## src/rtl/booth_div.sv

```systemverilog
// booth_div: sequential 32-bit signed non-restoring divider (quotient on Z_Low, remainder on Z_High); define BOOTH_DIV_ZERO_TRAP_EN to trap zero divisors
module booth_div (
  input  logic        clock,
  input  logic        clear,
  input  logic        start,
  input  logic [31:0] X,
  input  logic [31:0] Y,
  output logic        busy,
  output logic        done,
  output logic [31:0] Z_Low,
  output logic [31:0] Z_High,
  output logic        div_zero
);
  localparam logic [2:0] IDLE = 3'd0;
  localparam logic [2:0] PREP = 3'd1;
  localparam logic [2:0] RUN  = 3'd2;
  localparam logic [2:0] FIX  = 3'd3;
  localparam logic [2:0] DONE = 3'd4;
  logic [2:0]  state;
  logic [31:0] xr, yr, q, ay;
  logic [32:0] r, rs, rn, rf;
  logic [4:0]  cnt;
  logic        qsign, rsign;
  assign busy = (state == PREP) || (state == RUN) || (state == FIX);
  assign done = (state == DONE);
`ifndef BOOTH_DIV_ZERO_TRAP_EN
  assign div_zero = 1'b0;
`endif
  // one non-restoring step on the 33-bit partial remainder, plus the final restore
  always_comb begin
    rs = {r[31:0], q[31]};
    rn = r[32] ? rs + {1'b0, ay} : rs - {1'b0, ay};
    rf = r[32] ? r + {1'b0, ay} : r;
  end
  // control FSM and datapath registers; operands are latched so X/Y may change after accept
  always_ff @(posedge clock) begin
    if (!clear) begin
      state  <= IDLE;
      Z_Low  <= '0;
      Z_High <= '0;
`ifdef BOOTH_DIV_ZERO_TRAP_EN
      div_zero <= 1'b0;
`endif
    end else begin
      case (state)
        IDLE: if (start) begin
          xr    <= X;
          yr    <= Y;
          state <= PREP;
`ifdef BOOTH_DIV_ZERO_TRAP_EN
          div_zero <= (Y == 32'd0);
          if (Y == 32'd0) begin
            state  <= DONE;
            Z_Low  <= '1;
            Z_High <= X;
          end
`endif
        end
        PREP: begin
          q     <= xr[31] ? -xr : xr;
          ay    <= yr[31] ? -yr : yr;
          qsign <= xr[31] ^ yr[31];
          rsign <= xr[31];
          r     <= '0;
          cnt   <= '0;
          state <= RUN;
        end
        RUN: begin
          r   <= rn;
          q   <= {q[30:0], ~rn[32]};
          cnt <= cnt + 5'd1;
          if (cnt == 5'd31) state <= FIX;
        end
        FIX: begin
          Z_Low  <= qsign ? -q : q;
          Z_High <= rsign ? -rf[31:0] : rf[31:0];
          state  <= DONE;
        end
        default: state <= IDLE;
      endcase
    end
  end
endmodule

```

## config.mk

```make
export PLATFORM = sky130hd
export DESIGN_NAME = booth_div
export DESIGN_NICKNAME = d
export VERILOG_FILES = /design/src/rtl/booth_div.sv
export SDC_FILE = /design/constraint.sdc
export NUM_CORES = 1
export LEC_CHECK = 0
export CAP_MARGIN = 20
export CELL_PAD_IN_SITES_DETAIL_PLACEMENT = 0
export CELL_PAD_IN_SITES_GLOBAL_PLACEMENT = 2
export CORE_ASPECT_RATIO = 0.9
export CORE_UTILIZATION = 23
export CTS_CLUSTER_DIAMETER = 80
export CTS_CLUSTER_SIZE = 28
export DETAILED_ROUTE_END_ITERATION = 16
export GPL_TIMING_DRIVEN = 0
export HOLD_SLACK_MARGIN = 0.03
export PLACE_DENSITY = 0.52
export SETUP_SLACK_MARGIN = 0.05
export SYNTH_ARGS = -nofsm -noshare
export SYNTH_HDL_FRONTEND = slang
export SYNTH_SLANG_ARGS = --single-unit
```

## constraint.sdc

```tcl
create_clock -name clock -period 7.2 [get_ports clock]
set_input_delay 0.72 -clock clock [delete_from_list [all_inputs] [get_ports clock]]
set_output_delay 0.72 -clock clock [all_outputs]
set_load 0.1 [all_outputs]
```

### Word level (Yosys, flattened, before mapping)

Cells that the tools add are included.
Widths: inputs -> output; s select.

| operators by class | value |
|---|---|
| add/subtract/negate cells | 8 |
| equality and inequality tests | 7 |
| mux-type cells | 12 |
| bitwise operators | 2 |
| reductions and logical operators | 8 |

Operators with widths:

| operator | number |
|---|---|
| $mux 32 | 4 |
| $neg 32->32 | 4 |
| $pmux 33 s2 | 1 |
| $pmux 32 s2 | 1 |
| $add 33x32->33 | 1 |
| $mux 33 | 1 |
| $sub 33x32->33 | 1 |
| $add 32x32->32 | 1 |
| $mux 31 | 1 |
| $pmux 3 s4 | 1 |
| $pmux 5 s2 | 1 |
| $eq 3x2->1 const B | 2 |
| $mux 3 | 2 |
| $reduce_and 2->1 | 3 |
| $add 5x1->5 const B | 1 |
| $eq 5x5->1 const B | 1 |
| $eq 3x1->1 const B | 1 |
| $eq 3x3->1 const B | 1 |
| $logic_not 3->1 | 1 |
| $reduce_and 3->1 | 1 |
| $logic_or 1x1->1 | 2 |
| $ne 2x1->1 const B | 1 |
| $ne 2x2->1 const B | 1 |
| $reduce_bool 2->1 | 1 |
| 2 further kinds | 2 |

| storage, ports and cells | value |
|---|---|
| register bits after elaboration | 235 |
| output and inout bits | 67 |

### Longest topological paths before layout

Gate-level depths: netlist of the first run.

| logic depth | value |
|---|---|
| depth in word-level cells | 4 |
| gate-level depth with buffers | 20 |
| mapped depth without buffers | 19 |

### Worst setup path after synthesis of the first run

No wires, ideal clock.

| timing | value |
|---|---|
| kind | input to register |
| start point | input clear |
| end point | register cnt[0] (enable) |
| library setup time | 427 ps |
| arrival | 5989 ps |
| required time | 6773 ps |
| path slack | 784 ps |
| stages on the path | 3 |
| buffers on the path | 0 |
| cells stage by stage | inv_1 > nor4b_1 > a21o_1 |

| on the way | value |
|---|---|
| word-level cells in the longest chain between the ends | 1 |

Ends and longest elaborated chain:

| element | RTL line | RTL |
|---|---|---|
| start, declared | 4 | `input logic clear,` |
| $reduce_and 2->1 (no line) | n/a |  |
| end signal, assigned | 71 | `cnt <= cnt + 5'd1;` |
| end, declared | 22 | `logic [4:0] cnt;` |

No other way between the ends.
A chain may end at the register's enable or synchronous reset.

### Worst setup path in the final report of the first run

| timing | value |
|---|---|
| start point | register r[32] |
| end point | register r[31] (data pin) |

| on the way | value |
|---|---|
| word-level cells in the longest chain between the ends | 2 |

Ends and longest elaborated chain:

| element | RTL line | RTL |
|---|---|---|
| start, declared | 21 | `logic [32:0] r, rs, rn, rf;` |
| start signal, assigned | 69 | `r <= rn;` |
| $mux 33 | 32 | `rn = r[32] ? rs + {1'b0, ay} : rs - {1'b0, ay};` |
| $pmux 33 s2 | 45 | `case (state)` |

No other way between the ends.

==> results by stage, run 1 <==
Route:
- After detailed routing, the average wire length per cell comes to 20.57 um.
- Before antenna repair, the detailed router went through 5 iterations.
- After detailed routing, the number of remaining DRC violations is 0.
- The total length of routed wires is between 50,000 and 60,000 um.
- The number of nets still failing antenna checks after routing is 0.
- Using the TritonRoute via totals, the vias-per-cell ratio works out to roughly 4.9.
- The first routing iteration left about 940 violations.
- The final route contains around 13,000 vias.

STA:
- The highest achievable clock rate is 147.8 MHz.
- The count of final max-slew check failures is 0.
- The final critical path takes up 93.98% of the cycle.
- The final hold violation count came to 0.
- The clock arrives with 0.02379 ns of skew.
- Setup repair after global routing left no endpoint under its margin.
- The total of endpoints with negative setup slack in the final report is 0.
- The worst path meets setup with 0.4335 ns of slack.
- Subtracting the final worst setup slack from the clock period gives 6.767 ns.
- At the pin with the least slew margin, the transition time is between 1 and 1.5 ns.
- The worst slew margin relative to its limit is 28.21%.

Critical path:
- The type of element capturing the critical path is a register.
- The count of buffer and inverter cells on the critical path is 6.
- For this design, the slowest cell found on the critical path is sky130_fd_sc_hd__a2111oi_1.
- The delay of the slowest cell on the worst path is 0.61 ns.
- The data arrival time of the critical path is 7.08 ns.
- The worst setup path startpoint is r[32]$_SDFFCE_PN0P_.
- The startpoint class of the critical path is a register.
- The source of the worst register-to-register timing path is r[32]$_SDFFCE_PN0P_.
- The peak fanout along the critical path is 19.
- The signal on the critical path passes through clkbuf_1 > clkbuf_4 > clkbuf_2 > clkdlybuf4s15_2 > clkbuf_2 > clkdlybuf4s15_2 > nor2_1 > xor2_1 > ha_1 > a21o_1 > a2111oi_1 > nor2_1 > a31oi_1 > o21ai_0 > o211a_1 > o31ai_1 > a2111o_1 > o21ai_0.
- At the worst endpoint, the required time is 7.52 ns.
- The cell class contributing the biggest share of worst-path delay is compound AO/OA/AOI/OAI gates.
- The critical path is of the register to register type.

Floorplanning:
- The die covers 66,320 um2.
- The die is 244.4 um tall.
- The placeable core area is 64,300 um2.
- The floorplan has ~90 rows.
- The initial cell density of the core is 23.35%.
- The die outline width is roughly 270 um.
- Pin placement for this block handled 134 I/O pins.

Clocking:
- The register clock-pin slew on the reported worst setup and hold paths is 0.08 ns.
- The root buffer cell chosen for the clock tree is sky130_fd_sc_hd__clkbuf_16.
- The later pin in the worst-skew pair is clocked with a latency of 0.58 ns.
- Counting the buffers created by CTS gives 26.
- The clock passes through at most 3 buffers.
- The clock net in this run drives a total of 235 sinks.
- In this run the number of H-tree levels came out at 1.
- The count of hold-fix buffers inserted at cts is 0.
- TritonCTS built the clock tree.

GRT:
- The total overflow left after global routing is 0.
- The initial antenna violation count is 3.
- For this run, the total global-route usage over all layers was measured as 16.06%.
- The via count of the first global-routing pass was 12,514.
- The largest net degree at the start of global routing is 38.
- The first global-routing pass estimated 81,210 um of wire.

Finish:
- In the layout the commonest cells are 168 x sky130_fd_sc_hd__edfxtp_1, 157 x sky130_fd_sc_hd__nand2_1, 132 x sky130_fd_sc_hd__clkdlybuf4s50_1.
- With fillers left out, the area of the finished cells amounts to 18,550 um2.
- In the final design database the tool counted 1,897 nets.
- The ratio of cells with drive above 1 in the final layout is 5.062%.
- The most common cell after layout, fill and taps aside is sky130_fd_sc_hd__edfxtp_1.
- The combined flip-flop and latch cell area is between 6000 and 7000 um2.
- Counting the fill cells in the layout gives 6,829.
- The number of non-filler instances in the completed layout is ~2,600.
- The multi-input combinational cells in the finished layout cover a total of around 8300 um2.
- From synthesis to final layout, the design area changed by 23.52%.

Power:
- The total leakage power is 0.006498 uW.
- The total design power is 3956 uW.
- The worst supply voltage drop on vdd is approximately 0.15 mV.
- Dividing total power by cell area gives a power density of 213.3 nW/um2.

Logic synthesis:
- The summed instance area of the synthesized netlist is roughly 15,000 um2.
- The number of nets in the synthesized netlist is 1,729.
- The synthesized instance count is 1,590.
- The number of flops mapped to enable cells by yosys is 168.
- The part of the Yosys area used for sequential elements is between 40% and 50%.
- In this run the mean area of a mapped cell was roughly 9.4 um2.
- The number of warning messages in the yosys log is 0.
- The top flip-flop cell by instance count after synthesis is sky130_fd_sc_hd__edfxtp_1.
- For this run, asynchronously set or reset flops after synthesis account for 0%.
- The synthesized netlist contains 75 unique library cells.
- In this run, synthesis produced a sequential element count of 235.

Worst hold path:
- The worst hold path belongs to the class register to register.
- The worst hold path begins at Z_High[14]$_SDFFE_PN0P_.

Placed design:
- The number of placed instances, taps included, is around 2,600.
- At the placement stage, the worst setup path has a slack of -1.273 ns.
- The total half-perimeter wirelength after legalization and detailed placement is approximately 43,000 um.
- The count of buffers inserted at the top-level ports is 132.
- The placed instances occupy a cell area of around 18,000 um2.
- The placer congestion estimate is 0.7962.

Run status:
- The flow ran to the end, and the final reports show no timing, DRC or antenna violations.

Run:
- The tool flagged a number of max-cap violations equal to 0.
-- metrics by stage --
| step | setup TNS, ns | utilization, % | hold WS [ns] |
|---|---|---|---|
| floorplan | 0 | - | 0.4411 |
| detailed placement | -13.02 | 27.28 | 0.4500 |
| finish | 0 | 28.85 | 0.4577 |
| CTS | 0 | 28.85 | 0.4606 |
| global route | 0 | 28.84 | 0.4814 |
| global placement | -352.99 | 27.07 | 0.4444 |
-- where the power goes --
part           internal, uW  total, uW  switching (uW)  leakage, uW
clock network           816       1530             710     0.000477
registers              1530       1610            75.4      0.00210
logic                   301        824             522      0.00392
-- cell usage after synthesis, types with 24 or more instances --
cell                       count  area [um2]
sky130_fd_sc_hd__edfxtp_1    168        5045
sky130_fd_sc_hd__nand2_1     157       589.3
sky130_fd_sc_hd__nor2_1      128       480.5
sky130_fd_sc_hd__o21ai_0     115       575.6
sky130_fd_sc_hd__xor2_1      102       893.4
sky130_fd_sc_hd__a21oi_1      93       465.5
sky130_fd_sc_hd__xnor2_1      71       621.9
sky130_fd_sc_hd__ha_1         70       875.8
sky130_fd_sc_hd__dfxtp_1      67        1341
sky130_fd_sc_hd__clkbuf_1     59       221.5
sky130_fd_sc_hd__a211oi_1     50       375.4
sky130_fd_sc_hd__a21o_1       43       322.8
sky130_fd_sc_hd__nand3_1      42       210.2
sky130_fd_sc_hd__inv_1        37       138.9
sky130_fd_sc_hd__nor3_1       33       165.2
sky130_fd_sc_hd__o31ai_1      33       247.7
sky130_fd_sc_hd__or3_1        24       150.1
-- tightest hold or removal path, stage by stage (launching register included) --
cell	delay, ns
sky130_fd_sc_hd__dfxtp_1	0.31
sky130_fd_sc_hd__nand2_1	0.05
sky130_fd_sc_hd__a21oi_1	0.05
-- repair_timing --
item / CTS / global route
cloned: 0 / 0
endpoints found under the setup margin: 21 / 8
resized for setup: 9 / 2
pin swaps: 0 / 0
hold endpoints to repair: 0 / 0
setup buffers: 0 / 0
-- layout make-up --
cell class                 instances  area share, %
multi-input combinational       1247          44.48
sequential                       235          34.43
timing repair buffer             141          7.730
tap                              855          5.767
clock buffer                      30          3.933
buffer                            69          1.538
clock inverter                    18          1.342
inverter                          38         0.7690
antenna                            1        0.01349
-- state kept, by name (all words and copies together), names as in the netlist, 5 cells and up --
| register | count |
|---|---|
| Z_High | 32 |
| yr | 32 |
| Z_Low | 32 |
| q | 32 |
| r | 33 |
| ay | 32 |
| cnt | 5 |
| xr | 32 |
-- path summary, 6_finish.rpt --
path                                           endpoint  slack [ns]  cells past startpoint
worst max-delay path                r[31]$_SDFFCE_PN0P_        0.43                     18
worst min-delay path            Z_High[14]$_SDFFE_PN0P_        0.46                      2
worst min register to register  Z_High[14]$_SDFFE_PN0P_        0.46                      2
worst max register to register      r[31]$_SDFFCE_PN0P_        0.43                     18
-- kinds of logic after synthesis --
group,synth area share (%)
buffers and inverters,2.733
XOR/XNOR,10.09
adder cells (fa/ha/maj),6.099
other,0.02497
AO/OA/AOI/OAI,20.21
multiplexers,1.383
AND/OR/NAND/NOR,16.94
flip-flops,42.53
-- per-layer routing --
metal / GRT usage [%] / share of wire (%) / vias up
li1: - / - / 6342
met1: 24.26 / 53 / 6158
met2: 24.19 / 42 / 229
met3: 1.993 / 3.6 / 49
met4: 3.189 / 1.9 / 0
met5: 0 / 0 / -
No activity file was read; power rests on OpenSTA's default activity.
==> inputs of run 2 (changes only) <==
Settings changed: CORE_UTILIZATION 23 to 37, HOLD_SLACK_MARGIN 0.03 to unset, PLACE_DENSITY 0.52 to 0.78.
==> run 2 against run 1 <==
Compared with the run above: routed wire length fell by 16%; non-clock buffer count fell by 3; largest power group unchanged; final cell count fell by 13%; global-route usage rose by 5.6 points; sequential share of layout area rose by 1.7 points; combinational power fell by 3.9%; clock power fell by 31%.
==> results by stage, run 2 (synthesis results as in run 1) <==
Run status:
- Status: finished clean (unchanged).

Clocking:
- The clock sink total came to 235 (unchanged).
- The clock latency on the worst-skew pair is 0.53 ns (was 0.58 ns).
- The H-tree depth is 1 (unchanged).
- The clock tree root driver cell is sky130_fd_sc_hd__clkbuf_16 (unchanged).
- The number of post-CTS setup repair buffers was 0 (unchanged).
- The register clock-pin slew on the reported worst setup and hold paths is 0.10 ns (was 0.08 ns).
- The number of CTS-inserted buffers is 17 (was 26).
- The TritonCTS clock tree is done (unchanged).
- The maximum buffer depth of the clock tree is 3 (unchanged).

Worst hold path:
- The worst hold path class is register to register (unchanged).

Finish:
- The antenna cell count is 0 (was 1).
- The utilization after layout was 44.53% (was 28.85%).
- The total number of nets in the final design came to 1,885 (was 1,897).
- Most used cells in the layout excluding fill and tap cells: 168 x sky130_fd_sc_hd__edfxtp_1, 157 x sky130_fd_sc_hd__nand2_1, 132 x sky130_fd_sc_hd__clkdlybuf4s50_1 (unchanged).
- The most common cell after layout, fill and taps aside was sky130_fd_sc_hd__edfxtp_1 (unchanged).
- The synthesis-to-finish area growth is 17.76% (was 23.52%).
- The flip-flop count of the largest register, all copies and words added came to 33 (unchanged).
- The ratio of cells with drive above 1 in the final layout is 3.702% (was 5.062%).
- The filler cell count in the final layout was 3,993 (was 6,829).
- The final non-filler cell area is 17,680 um2 (was 18,550 um2).
- The number of non-filler instances in the completed layout came to 2,288 (was 2,634).
- The register with the most flip-flops is r (unchanged).

Floorplanning:
- The I/O pin total is 134 (unchanged).
- The placeable core area is 39,710 um2 (was 64,300 um2).
- The die outline width is 214.4 um (was 271.3 um).
- The vertical die dimension is 193.1 um (was 244.4 um).
- The initial cell density of the core is 37.81% (was 23.35%).
- The total number of placement rows is 69 (was 88).
- The floorplan die area was 41,400 um2 (was 66,320 um2).

Route:
- The total number of vias is 12,676 (was 12,778).
- The total length of routed wires is 45,580 um (was 54,190 um).
- The number of nets still failing antenna checks after routing was 0 (unchanged).
- The final routed DRC violation total is 0 (unchanged).
- The via count normalized by instance count is 5.540 (was 4.851).
- The routed wire length per instance came to 19.92 um (was 20.57 um).
- The number of DRC violations after detailed-routing iteration 0 came to 1,047 (was 935).
- The number of optimization iterations in the first detailed-route pass is 5 (unchanged).

GRT:
- The global-route wire length before repair came to 69,480 um (was 81,210 um).
- The via count of the first global-routing pass came to 11,862 (was 12,514).
- The total routing usage reported by global routing is 21.70% (was 16.06%).
- The overflow left after global routing came to 0 (unchanged).
- The largest net degree at the start of global routing is 39 (was 38).
- The initial antenna violation count is 1 (was 3).

Power:
- The total leakage power came to 0.006272 uW (was 0.006498 uW).
- The worst supply voltage drop on vdd was 0.1776 mV (was 0.1474 mV).
- The power per unit of standard cell area is 194.7 nW/um2 (was 213.3 nW/um2).

STA:
- The total of endpoints with negative setup slack in the final report is 0 (unchanged).
- The count of final max-slew check failures came to 0 (unchanged).
- The worst slew margin relative to its limit is 29.89% (was 28.21%).
- The time the final worst path needs with I/O delays and setup was 6.577 ns (was 6.767 ns).
- Unrepaired setup endpoints after global routing: false (unchanged).
- The final hold violation count was 0 (unchanged).
- The highest achievable clock rate came to 152.1 MHz (was 147.8 MHz).
- The slew at the pin closest to its max-slew limit is 1.048 ns (was 1.073 ns).
- The clock tree skew after final layout is 0.02168 ns (was 0.02379 ns).
- The part of the cycle the worst path needs is 91.34% (was 93.98%).

Critical path:
- The startpoint class of the critical path is a register (unchanged).
- The critical path class is register to register (unchanged).
- The data arrival time of the critical path is 6.83 ns (was 7.08 ns).
- The most numerous cell type found on the critical path is sky130_fd_sc_hd__clkbuf_1.
- The cell class contributing the biggest share of worst-path delay is buffers and inverters (was compound AO/OA/AOI/OAI gates).
- The peak fanout along the critical path is 19 (unchanged).
- The highest-delay cell along the critical path is sky130_fd_sc_hd__clkbuf_1 (was sky130_fd_sc_hd__a2111oi_1).
- The required time of the worst setup path came to 7.45 ns (was 7.52 ns).
- Cell-by-cell trace of the critical path: clkbuf_1 > clkbuf_1 > clkbuf_1 > clkbuf_2 > clkbuf_4 > clkbuf_2 > nor2_1 > xor2_1 > ha_1 > a211oi_1 > o21ai_0 > nand4_1 > a31oi_1 > o221ai_1 > o211ai_1 > a311o_1 > a21oi_1 > xnor2_1 > o21ai_0 (was clkbuf_1 > clkbuf_4 > clkbuf_2 > clkdlybuf4s15_2 > clkbuf_2 > clkdlybuf4s15_2 > nor2_1 > xor2_1 > ha_1 > a21o_1 > a2111oi_1 > nor2_1 > a31oi_1 > o21ai_0 > o211a_1 > o31ai_1 > a2111o_1 > o21ai_0).
- The type of element capturing the critical path is a register (unchanged).
- The delay of the slowest cell on the worst path is 0.53 ns (was 0.61 ns).
- The count of buffer and inverter cells on the critical path is 6 (unchanged).

Placed design:
- The placer congestion estimate is 0.8546 (was 0.7962).
- The count of placed standard cells including taps is 2,260 (was 2,586).
- The total half-perimeter wirelength after legalization and detailed placement is 36,390 um (was 43,170 um).
- The post-place instance area is 17,100 um2 (was 17,540 um2).
- The count of buffers inserted at the top-level ports is 132 (unchanged).

Run:
- The number of max-capacitance violations reported is 0 (unchanged).
==> run 2: cell count changes in the layout (fill, tap and decap cells not counted), sizes merged <==
cell	change
buf	-3
clkbuf	-11
bufinv	-1
clkinvlp	+1
clkinv	-2
clkdlybuf4s15	-2
diode	-1
inv	-4
==> run 2: final timing paths <==
kind | startpoint | depth (start not counted) | endpoint | slack (ns)
min reg2reg | Z_High[15]$_SDFFE_PN0P_ | 2 | Z_High[15]$_SDFFE_PN0P_ | 0.46
min | Z_High[15]$_SDFFE_PN0P_ | 2 | Z_High[15]$_SDFFE_PN0P_ | 0.46
max reg2reg | r[32]$_SDFFCE_PN0P_ | 19 | q[0]$_DFFE_PP_ | 0.62
max | r[32]$_SDFFCE_PN0P_ | 19 | q[0]$_DFFE_PP_ | 0.62
==> run 2: worst reg2reg max path, stage by stage, from the launching register on <==
cell and delay (ns):
sky130_fd_sc_hd__edfxtp_1 0.33, sky130_fd_sc_hd__clkbuf_1 0.32, sky130_fd_sc_hd__clkbuf_1 0.54, sky130_fd_sc_hd__clkbuf_1 0.46, sky130_fd_sc_hd__clkbuf_2 0.40, sky130_fd_sc_hd__clkbuf_4 0.47
sky130_fd_sc_hd__clkbuf_2 0.38, sky130_fd_sc_hd__nor2_1 0.11, sky130_fd_sc_hd__xor2_1 0.16, sky130_fd_sc_hd__ha_1 0.36, sky130_fd_sc_hd__a211oi_1 0.11, sky130_fd_sc_hd__o21ai_0 0.34
sky130_fd_sc_hd__nand4_1 0.22, sky130_fd_sc_hd__a31oi_1 0.33, sky130_fd_sc_hd__o221ai_1 0.37, sky130_fd_sc_hd__o211ai_1 0.44, sky130_fd_sc_hd__a311o_1 0.25, sky130_fd_sc_hd__a21oi_1 0.09
sky130_fd_sc_hd__xnor2_1 0.45, sky130_fd_sc_hd__o21ai_0 0.17
==> run 2: what timing repair did <==
item                                    4_1_cts  5_1_grt
hold buffers                                  0        0
resized for setup                             3        6
pin swaps                                     0        0
endpoints found under the setup margin       10        8
==> run 2: per-stage QoR <==
step                total power (uW)  hold WS [ns]  setup slack, ns  setup TNS (ns)
floorplan                       2175        0.4411           0.7840               0
global placement                2417        0.4425           -3.204         -264.23
detailed placement              2422        0.4475          -0.6245          -3.646
CTS                             3472        0.4617           0.1835               0
global route                    3616        0.4756           0.1297               0
finish                          3443        0.4579           0.6232               0
==> run 2: final cells by class <==
cell class / instances / area, um2 / area share, %
Sequential cell: 235 / 6386 / 36.11
Tap cell: 532 / 665.6 / 3.764
Inverter: 38 / 142.6 / 0.8066
Clock inverter: 12 / 160.2 / 0.9056
Buffer: 69 / 271.5 / 1.535
Clock buffer: 17 / 425.4 / 2.406
Multi-Input combinational cell: 1247 / 8242 / 46.60
Timing Repair Buffer: 138 / 1391 / 7.868
==> run 2: layer usage <==
| layer | wire length [um] | global-route usage [%] |
|---|---|---|
| met5 | 0 | 0 |
| met4 | 597 | 3.379 |
| met3 | 2261 | 2.824 |
| met2 | 19010 | 32.36 |
| met1 | 23710 | 33.60 |
==> run 2: report_power, final <==
group          switching [uW]  internal [uW]
Clock                     572            478
Combinational             496            296
Sequential               70.9           1530
